## config.mk

```make
export PLATFORM = sky130hd
export DESIGN_NAME = dram_port_arbiter
export DESIGN_NICKNAME = d
export VERILOG_FILES = /design/src/rtl/mem_pkg.sv /design/src/rtl/rr_arb2.sv /design/src/rtl/dram_port_arbiter.sv
export SDC_FILE = /design/constraint.sdc
export NUM_CORES = 1
export LEC_CHECK = 0
export CORE_AREA = 2 2 316 318
export DETAILED_ROUTE_END_ITERATION = 8
export DIE_AREA = 0 0 318 320
export PLACE_DENSITY = 0.41
export SLEW_MARGIN = 20
export SYNTH_ARGS = -nofsm -noshare
export SYNTH_HDL_FRONTEND = slang
export SYNTH_HIERARCHICAL = 1
export SYNTH_SLANG_ARGS = --single-unit
```

## constraint.sdc

```tcl
create_clock -name clk -period 2.9 [get_ports clk]
set_clock_uncertainty 0.15 [all_clocks]
set_input_delay 0.58 -clock clk [delete_from_list [all_inputs] [get_ports clk]]
set_output_delay 0.58 -clock clk [all_outputs]
set_load 0.01 [all_outputs]
```

## src/rtl/mem_pkg.sv

```systemverilog
// Shared types for the DRAM port arbiter: FSM states, read-owner tags and line geometry.
package mem_pkg;

  localparam int LINE_BYTES = 16;

  typedef enum logic [2:0] {
    ST_IDLE    = 3'd0,
    ST_RD_REQ  = 3'd1,
    ST_RD_WAIT = 3'd2,
    ST_WR_REQ  = 3'd3,
    ST_WR_WAIT = 3'd4
  } arb_state_e;

  typedef enum logic {
    OWNER_I = 1'b0,
    OWNER_D = 1'b1
  } owner_e;

endpackage

```

## src/rtl/rr_arb2.sv

```systemverilog
// Two-way round-robin pick between I-cache and D-cache read requests.
module rr_arb2
  import mem_pkg::*;
(
  input  logic   i_req,
  input  logic   d_req,
  input  owner_e last_owner,
  output logic   i_grant,
  output logic   d_grant
);

  // On a tie the owner not served last wins; otherwise the lone requester wins.
  always_comb begin
    i_grant = 1'b0;
    d_grant = 1'b0;
    if (i_req && d_req) begin
      if (last_owner == OWNER_I) begin
        d_grant = 1'b1;
      end else begin
        i_grant = 1'b1;
      end
    end else begin
      i_grant = i_req;
      d_grant = d_req;
    end
  end

endmodule

```

## src/rtl/dram_port_arbiter.sv

```systemverilog
// Single-outstanding arbiter muxing I-cache reads, D-cache reads and D-cache
// writebacks onto one line-wide DRAM port.
module dram_port_arbiter
  import mem_pkg::*;
#(
  parameter int ADDR_W = 32,
  parameter int DATA_W = 128
) (
  input  logic              clk,
  input  logic              rst,
  input  logic              i_rreq_valid,
  output logic              i_rreq_ready,
  input  logic [ADDR_W-1:0] i_raddr,
  output logic              i_rrep_valid,
  output logic [DATA_W-1:0] i_rdata,
  input  logic              d_rreq_valid,
  output logic              d_rreq_ready,
  input  logic [ADDR_W-1:0] d_raddr,
  output logic              d_rrep_valid,
  output logic [DATA_W-1:0] d_rdata,
  input  logic              d_wreq_valid,
  output logic              d_wreq_ready,
  input  logic [ADDR_W-1:0] d_waddr,
  input  logic [DATA_W-1:0] d_wdata,
  output logic              d_wrep_valid,
  output logic              m_rreq_valid,
  input  logic              m_rreq_ready,
  output logic [ADDR_W-1:0] m_raddr,
  input  logic              m_rrep_valid,
  input  logic [DATA_W-1:0] m_rdata,
  output logic              m_wreq_valid,
  input  logic              m_wreq_ready,
  output logic [ADDR_W-1:0] m_waddr,
  output logic [DATA_W-1:0] m_wdata,
  input  logic              m_wrep_valid
);

  localparam logic [ADDR_W-1:0] LINE_MASK = ~ADDR_W'(LINE_BYTES - 1);

  arb_state_e        state_r;
  owner_e            last_rd_owner_r;
  owner_e            owner_r;
  logic [ADDR_W-1:0] addr_r;
  logic [DATA_W-1:0] wdata_r;
  logic              i_grant_s;
  logic              d_grant_s;
  logic              idle_s;
  logic              rd_reply_s;

  rr_arb2 u_rr_arb2 (
    .i_req      (i_rreq_valid),
    .d_req      (d_rreq_valid),
    .last_owner (last_rd_owner_r),
    .i_grant    (i_grant_s),
    .d_grant    (d_grant_s)
  );

  // Ready and reply strobes are gated by rst so nothing handshakes in the reset cycle.
  always_comb begin
    idle_s       = (state_r == ST_IDLE) && !rst;
    d_wreq_ready = idle_s && d_wreq_valid;
    i_rreq_ready = idle_s && !d_wreq_valid && i_grant_s;
    d_rreq_ready = idle_s && !d_wreq_valid && d_grant_s;
    m_rreq_valid = (state_r == ST_RD_REQ) && !rst;
    m_wreq_valid = (state_r == ST_WR_REQ) && !rst;
    rd_reply_s   = (state_r == ST_RD_WAIT) && m_rrep_valid && !rst;
    i_rrep_valid = rd_reply_s && (owner_r == OWNER_I);
    d_rrep_valid = rd_reply_s && (owner_r == OWNER_D);
    d_wrep_valid = (state_r == ST_WR_WAIT) && m_wrep_valid && !rst;
    i_rdata      = m_rdata;
    d_rdata      = m_rdata;
    m_raddr      = addr_r;
    m_waddr      = addr_r;
    m_wdata      = wdata_r;
  end

  // Transaction FSM; replies outside the matching WAIT state fall through unused.
  always_ff @(posedge clk) begin
    if (rst) begin
      state_r         <= ST_IDLE;
      last_rd_owner_r <= OWNER_I;
      owner_r         <= OWNER_I;
      addr_r          <= '0;
      wdata_r         <= '0;
    end else begin
      case (state_r)
        ST_IDLE: begin
          if (d_wreq_valid) begin
            addr_r  <= d_waddr & LINE_MASK;
            wdata_r <= d_wdata;
            state_r <= ST_WR_REQ;
          end else if (i_rreq_ready) begin
            addr_r          <= i_raddr & LINE_MASK;
            owner_r         <= OWNER_I;
            last_rd_owner_r <= OWNER_I;
            state_r         <= ST_RD_REQ;
          end else if (d_rreq_ready) begin
            addr_r          <= d_raddr & LINE_MASK;
            owner_r         <= OWNER_D;
            last_rd_owner_r <= OWNER_D;
            state_r         <= ST_RD_REQ;
          end else begin
            state_r <= ST_IDLE;
          end
        end
        ST_RD_REQ:  state_r <= m_rreq_ready ? ST_RD_WAIT : ST_RD_REQ;
        ST_RD_WAIT: state_r <= m_rrep_valid ? ST_IDLE : ST_RD_WAIT;
        ST_WR_REQ:  state_r <= m_wreq_ready ? ST_WR_WAIT : ST_WR_REQ;
        ST_WR_WAIT: state_r <= m_wrep_valid ? ST_IDLE : ST_WR_WAIT;
        default:    state_r <= ST_IDLE;
      endcase
    end
  end

endmodule

```

-- Yosys cells after proc, flatten, opt, wreduce, memory -nomap -nowiden
Cells that the tools add are included.
- flip-flop bits (word level): 164
- input bits: 361
- output and inout port bits: 456
- reductions and logical operators: 22
- bitwise logic cells: 2
- equality and inequality tests: 4
- multiplexer cells: 17
- operators with widths (cell ; count):
    32-bit two-way mux ; 3
    3-bit case mux with 5 select lines ; 1
    1-bit logical AND ; 14
    1-bit two-way mux ; 8
    3-bit by 2-bit == test with 1-bit output (second input constant) ; 2
    2-bit two-way mux ; 3
    3-bit two-way mux ; 2
    2-bit AND reduction ; 2
    3-bit by 1-bit == test with 1-bit output (second input constant) ; 1
    3-bit == test (second input constant) ; 1
    3-bit logical NOT ; 1
    3-bit AND reduction ; 1
    3-bit nonzero test ; 1
    1-bit logical NOT ; 2
    1-bit NOT ; 2
    2-bit nonzero test ; 1

-- Depth between registers and ports, before layout
Gate-level depths: netlist of run 1.
- word-level depth: 8
- gate-level depth with buffers: 7

-- By module
Netlist of run 1, hierarchy kept.
- by module, submodules not included (module ; sequential area each (sq um) ; times used ; area each (sq um) ; cells each):
    dram_port_arbiter ; 3203.1 ; 1 ; 8419.3 ; 1050
    rr_arb2 ; 0.0 ; 1 ; 18.8 ; 3

-- Least setup slack after synthesis of run 1
Ideal clock, no wire load.
- path kind: input to output
- from: input port i_rreq_valid
- to: output port i_rreq_ready
- slack: 511 ps
- arrival: 1659 ps
- cell stages on the path: 5
- cell sequence: a21boi_1 -> clkbuf_2 -> buf_2 -> clkbuf_1 -> and2_1
- longest elaborated chain between the ends: 3
- RTL lines (what ; RTL line ; source):
    from (decl) ; dram_port_arbiter.sv:11 ; input logic i_rreq_valid,
    1-bit logical AND ; rr_arb2.sv:16 ; if (i_req && d_req) begin
    1-bit two-way mux (*) ; rr_arb2.sv:16 ;
    1-bit logical AND (*) ; dram_port_arbiter.sv:62 ; i_rreq_ready = idle_s && !d_wreq_valid && i_grant_s;
    to (decl) ; dram_port_arbiter.sv:12 ; output logic i_rreq_ready,
Every way passes the cells marked *; elsewhere a longest branch is shown, timed or not.

-- Worst setup path in the final report of run 1
- from: input port d_wreq_valid
- to: output port d_wreq_ready
- longest elaborated chain between the ends: 1
- RTL lines (what ; RTL line ; source):
    from (decl) ; dram_port_arbiter.sv:21 ; input logic d_wreq_valid,
    1-bit logical AND ; dram_port_arbiter.sv:61 ; d_wreq_ready = idle_s && d_wreq_valid;
    to (decl) ; dram_port_arbiter.sv:22 ; output logic d_wreq_ready,
Every way passes these cells.

==> reports/results.txt, run 1 <==
status -> complete, no violations
sequential share of power -> 0.375
DRT Pass-1 Iters -> 4
clock sinks -> 160
layout cell share with drive strength beyond 1 -> 0.06128
Worst Path Arrival -> 2100 ps
P&R area growth vs syn -> 48.93%
IO buf count -> 412
Pins Over Slew Limit -> 0
cell count along the critical path -> 5
Hold-fix buffers, CTS -> 0
gpl congestion -> 0.7339
routed len/inst -> 14.86 um
post-placement cell count -> 2431
P_leak -> 4.092 nW
first-pass GRT wire length -> 51.12 mm
Comb power frac -> 0.266
largest net degree at the start of global routing -> 91
CTS tree -> yes
clk slew on worst S/H paths -> 80 ps
clock buffer count from CTS -> 17
Clock Latency Late Sink -> 480 ps
DRC Markers -> 0
I/O pin cnt -> 817
switch share -> 0.3086
Hold Path Depth -> 2
final hold violation count -> 0
Rows -> 115
pwr dens -> 550.4 nW/um2
Crit path max-delay family -> buffers and inverters
Avg Cell Area, Syn -> 8.013 um2
Syn Std Cell Area -> 8438 um2
worst hold path class -> primary input to register
DRT iter0 DRCs -> 315
startpoint types -> primary input
Yosys top cell area share -> 0.3796
Cell variety after synth -> 35
#FFs+latches synth -> 160
measured slew at the worst slew-check pin -> 732.5 ps
CTS Buffer Depth -> 2
CP Cell Sequence -> clkdlybuf4s50_1, buf_4, or4b_4, nor2_4, clkdlybuf4s15_1
Clk pwr share -> 0.359
Detailed Route WL -> 36.58 mm
die height -> 320 um
Synth Instances -> 1053
CP Capture Type -> output pin
vias per std cell -> 2.920
clk root buf -> clkbuf_16
Max H-tree Level -> 4
f_max -> 353.2 MHz
antenna fix cells -> 0
area leader, netlist -> dfxtp_1
die area -> 101800 um2
global route total overflow -> 0
RSZ-0062 raised after global routing -> no
Final Setup Violations -> 0
DRT antenna net count -> 0
initial antenna violation count -> 6
GRT Overall Usage -> 0.07030
Initial Util -> 0.08611
vias in the first global route -> 7359
Yosys warnings -> 6
P_int -> 4.782 mW
critical path class -> primary input to output pin
Rel. slew slack -> 0.5117
crit path max-delay cell type -> clkdlybuf4s50_1
Die W -> 318 um
Final Non-Filler Cells -> 2462
final period utilization -> 0.9764
fill cell count -> 11.27k
critical path peak fanout -> 4
Hold WS -> 156.0 ps
WP buf/inv -> 3
Tmin final -> 2832 ps
Seq/Total Area, Yosys -> 0.3796
# nets final -> 1524
data required time of the worst path -> 2170 ps
maximum VDD drop -> 0.2973 mV
slowest stage delay, CP -> 530 ps
DR vias -> 7188
r2r worst-path depth -> 5
synth top area cells -> dfxtp_1 (38%), buf_4 (26%), nand2_1 (11%)
Max Cap Viol -> 0
post-DP HPWL -> 27.44 mm
Psw -> 2.135 mW
CORE AREA -> 97990 um2
==> cell usage after synthesis, drive strengths merged <==
library cell  number
buf              327
a211o              1
conb               1
nor3               1
a21oi            131
nand2            258
a221oi            28
or3                1
nand2b             1
or4b               1
nor4b              1
nand3              3
clkbuf            30
inv                3
dfxtp            160
o21ai             28
nor2b             28
o211ai             1
nor2               8
o2bb2ai           28
and4b              1
and2               2
and3               1
a21boi             4
nand3b             1
nor4               2
a211oi             1
o31ai              1
==> cell type report <==
class                   instances  area, um2  share of cell area
clock inverters                12      160.2             0.01274
well taps                    1287       1610              0.1281
multi-input cells             540       2729              0.2171
flip-flops and latches        160       3208              0.2553
clock buffers                  19      442.9             0.03524
inverters                       3      11.26           0.0008961
repair buffers                441       4405              0.3506
==> worst reg2reg max path: stages, from the launching register on <==
cell and delay (ps):
dfxtp_2 370, or4b_4 580, buf_4 320, buf_12 280, nand2_1 330, a21oi_1 70
==> flip-flops by register name (all words and copies together), names as in the netlist <==
register and flops:
m_wdata 128, state_r 3, m_raddr 28, owner_r 1
==> logic make-up after synthesis <==
group           count (synthesis)  share of synthesized area
buf+inv                       360                     0.3055
compound gates                223                     0.1610
flops                         160                     0.3796
simple gates                  309                     0.1535
other cells                     1                  0.0004444
==> final timing paths <==
check	startpoint	end	slack, ps
max reg2reg	state_r[0]	m_wdata[50]	630
min	rst	m_wdata[114]	160
min reg2reg	m_wdata[7]	m_wdata[7]	300
max	d_wreq_valid	d_wreq_ready	70
==> power groups by stage <==
stage / Clock (mW) / Sequential (mW) / Combinational (mW)
after floorplan: 0 / 2.69 / 1.09
after global placement: 0 / 2.65 / 1.88
after detailed placement: 0 / 2.65 / 1.87
after CTS: 2.69 / 2.60 / 1.88
after global routing: 2.74 / 2.63 / 1.99
final: 2.48 / 2.59 / 1.84
==> stage by stage <==
stage	total power [mW]	utilization	area (um2)	TNS, ps	setup WS, ps
final	6.917	0.1283	12570	0	68.46
after global routing	7.349	0.1283	12570	0	11.67
after CTS	7.171	0.1282	12560	0	4.552
after detailed placement	4.520	0.1219	11950	-9166	-395.1
after global placement	4.526	0.1219	11950	-7620	-351.1
after floorplan	3.787	-	8464	0	511.0
==> layer usage <==
layer | global-route usage | share of wire
met5 | 0.007565 | 0.0041
met4 | 0.04402 | 0.047
met3 | 0.04692 | 0.14
met2 | 0.1023 | 0.42
met1 | 0.07388 | 0.39
==> cell usage in the layout (no fill, tap or decap), drive strengths merged, types with 8 or more instances in the layout <==
cell	n
clkdlybuf4s50	407
nand2	258
dfxtp	160
a21oi	131
buf	30
a221oi	28
o2bb2ai	28
nor2b	28
o21ai	28
clkbuf	19
conb	8
nor2	8
==> repair_timing <==
| item | in CTS | in global routing |
|---|---|---|
| gates resized for setup | 9 | 3 |
| endpoints found under the setup margin | 6 | 3 |
| hold endpoints to repair | 0 | 0 |
| pin swaps | 1 | 0 |
| setup buffers | 0 | 0 |
(Power assumes the default switching activity.)
==> inputs of run 2 (changes only) <==
--- a/config.mk
+++ b/config.mk
@@ -8,6 +8,7 @@
 export CORE_AREA = 2 2 316 318
 export DETAILED_ROUTE_END_ITERATION = 8
 export DIE_AREA = 0 0 318 320
+export GPL_ROUTABILITY_DRIVEN = 1
 export PLACE_DENSITY = 0.41
 export SLEW_MARGIN = 20
 export SYNTH_ARGS = -nofsm -noshare
==> results of run 2 <==
Same layout as run 1: the final DEF is identical, and so are final timing and power.
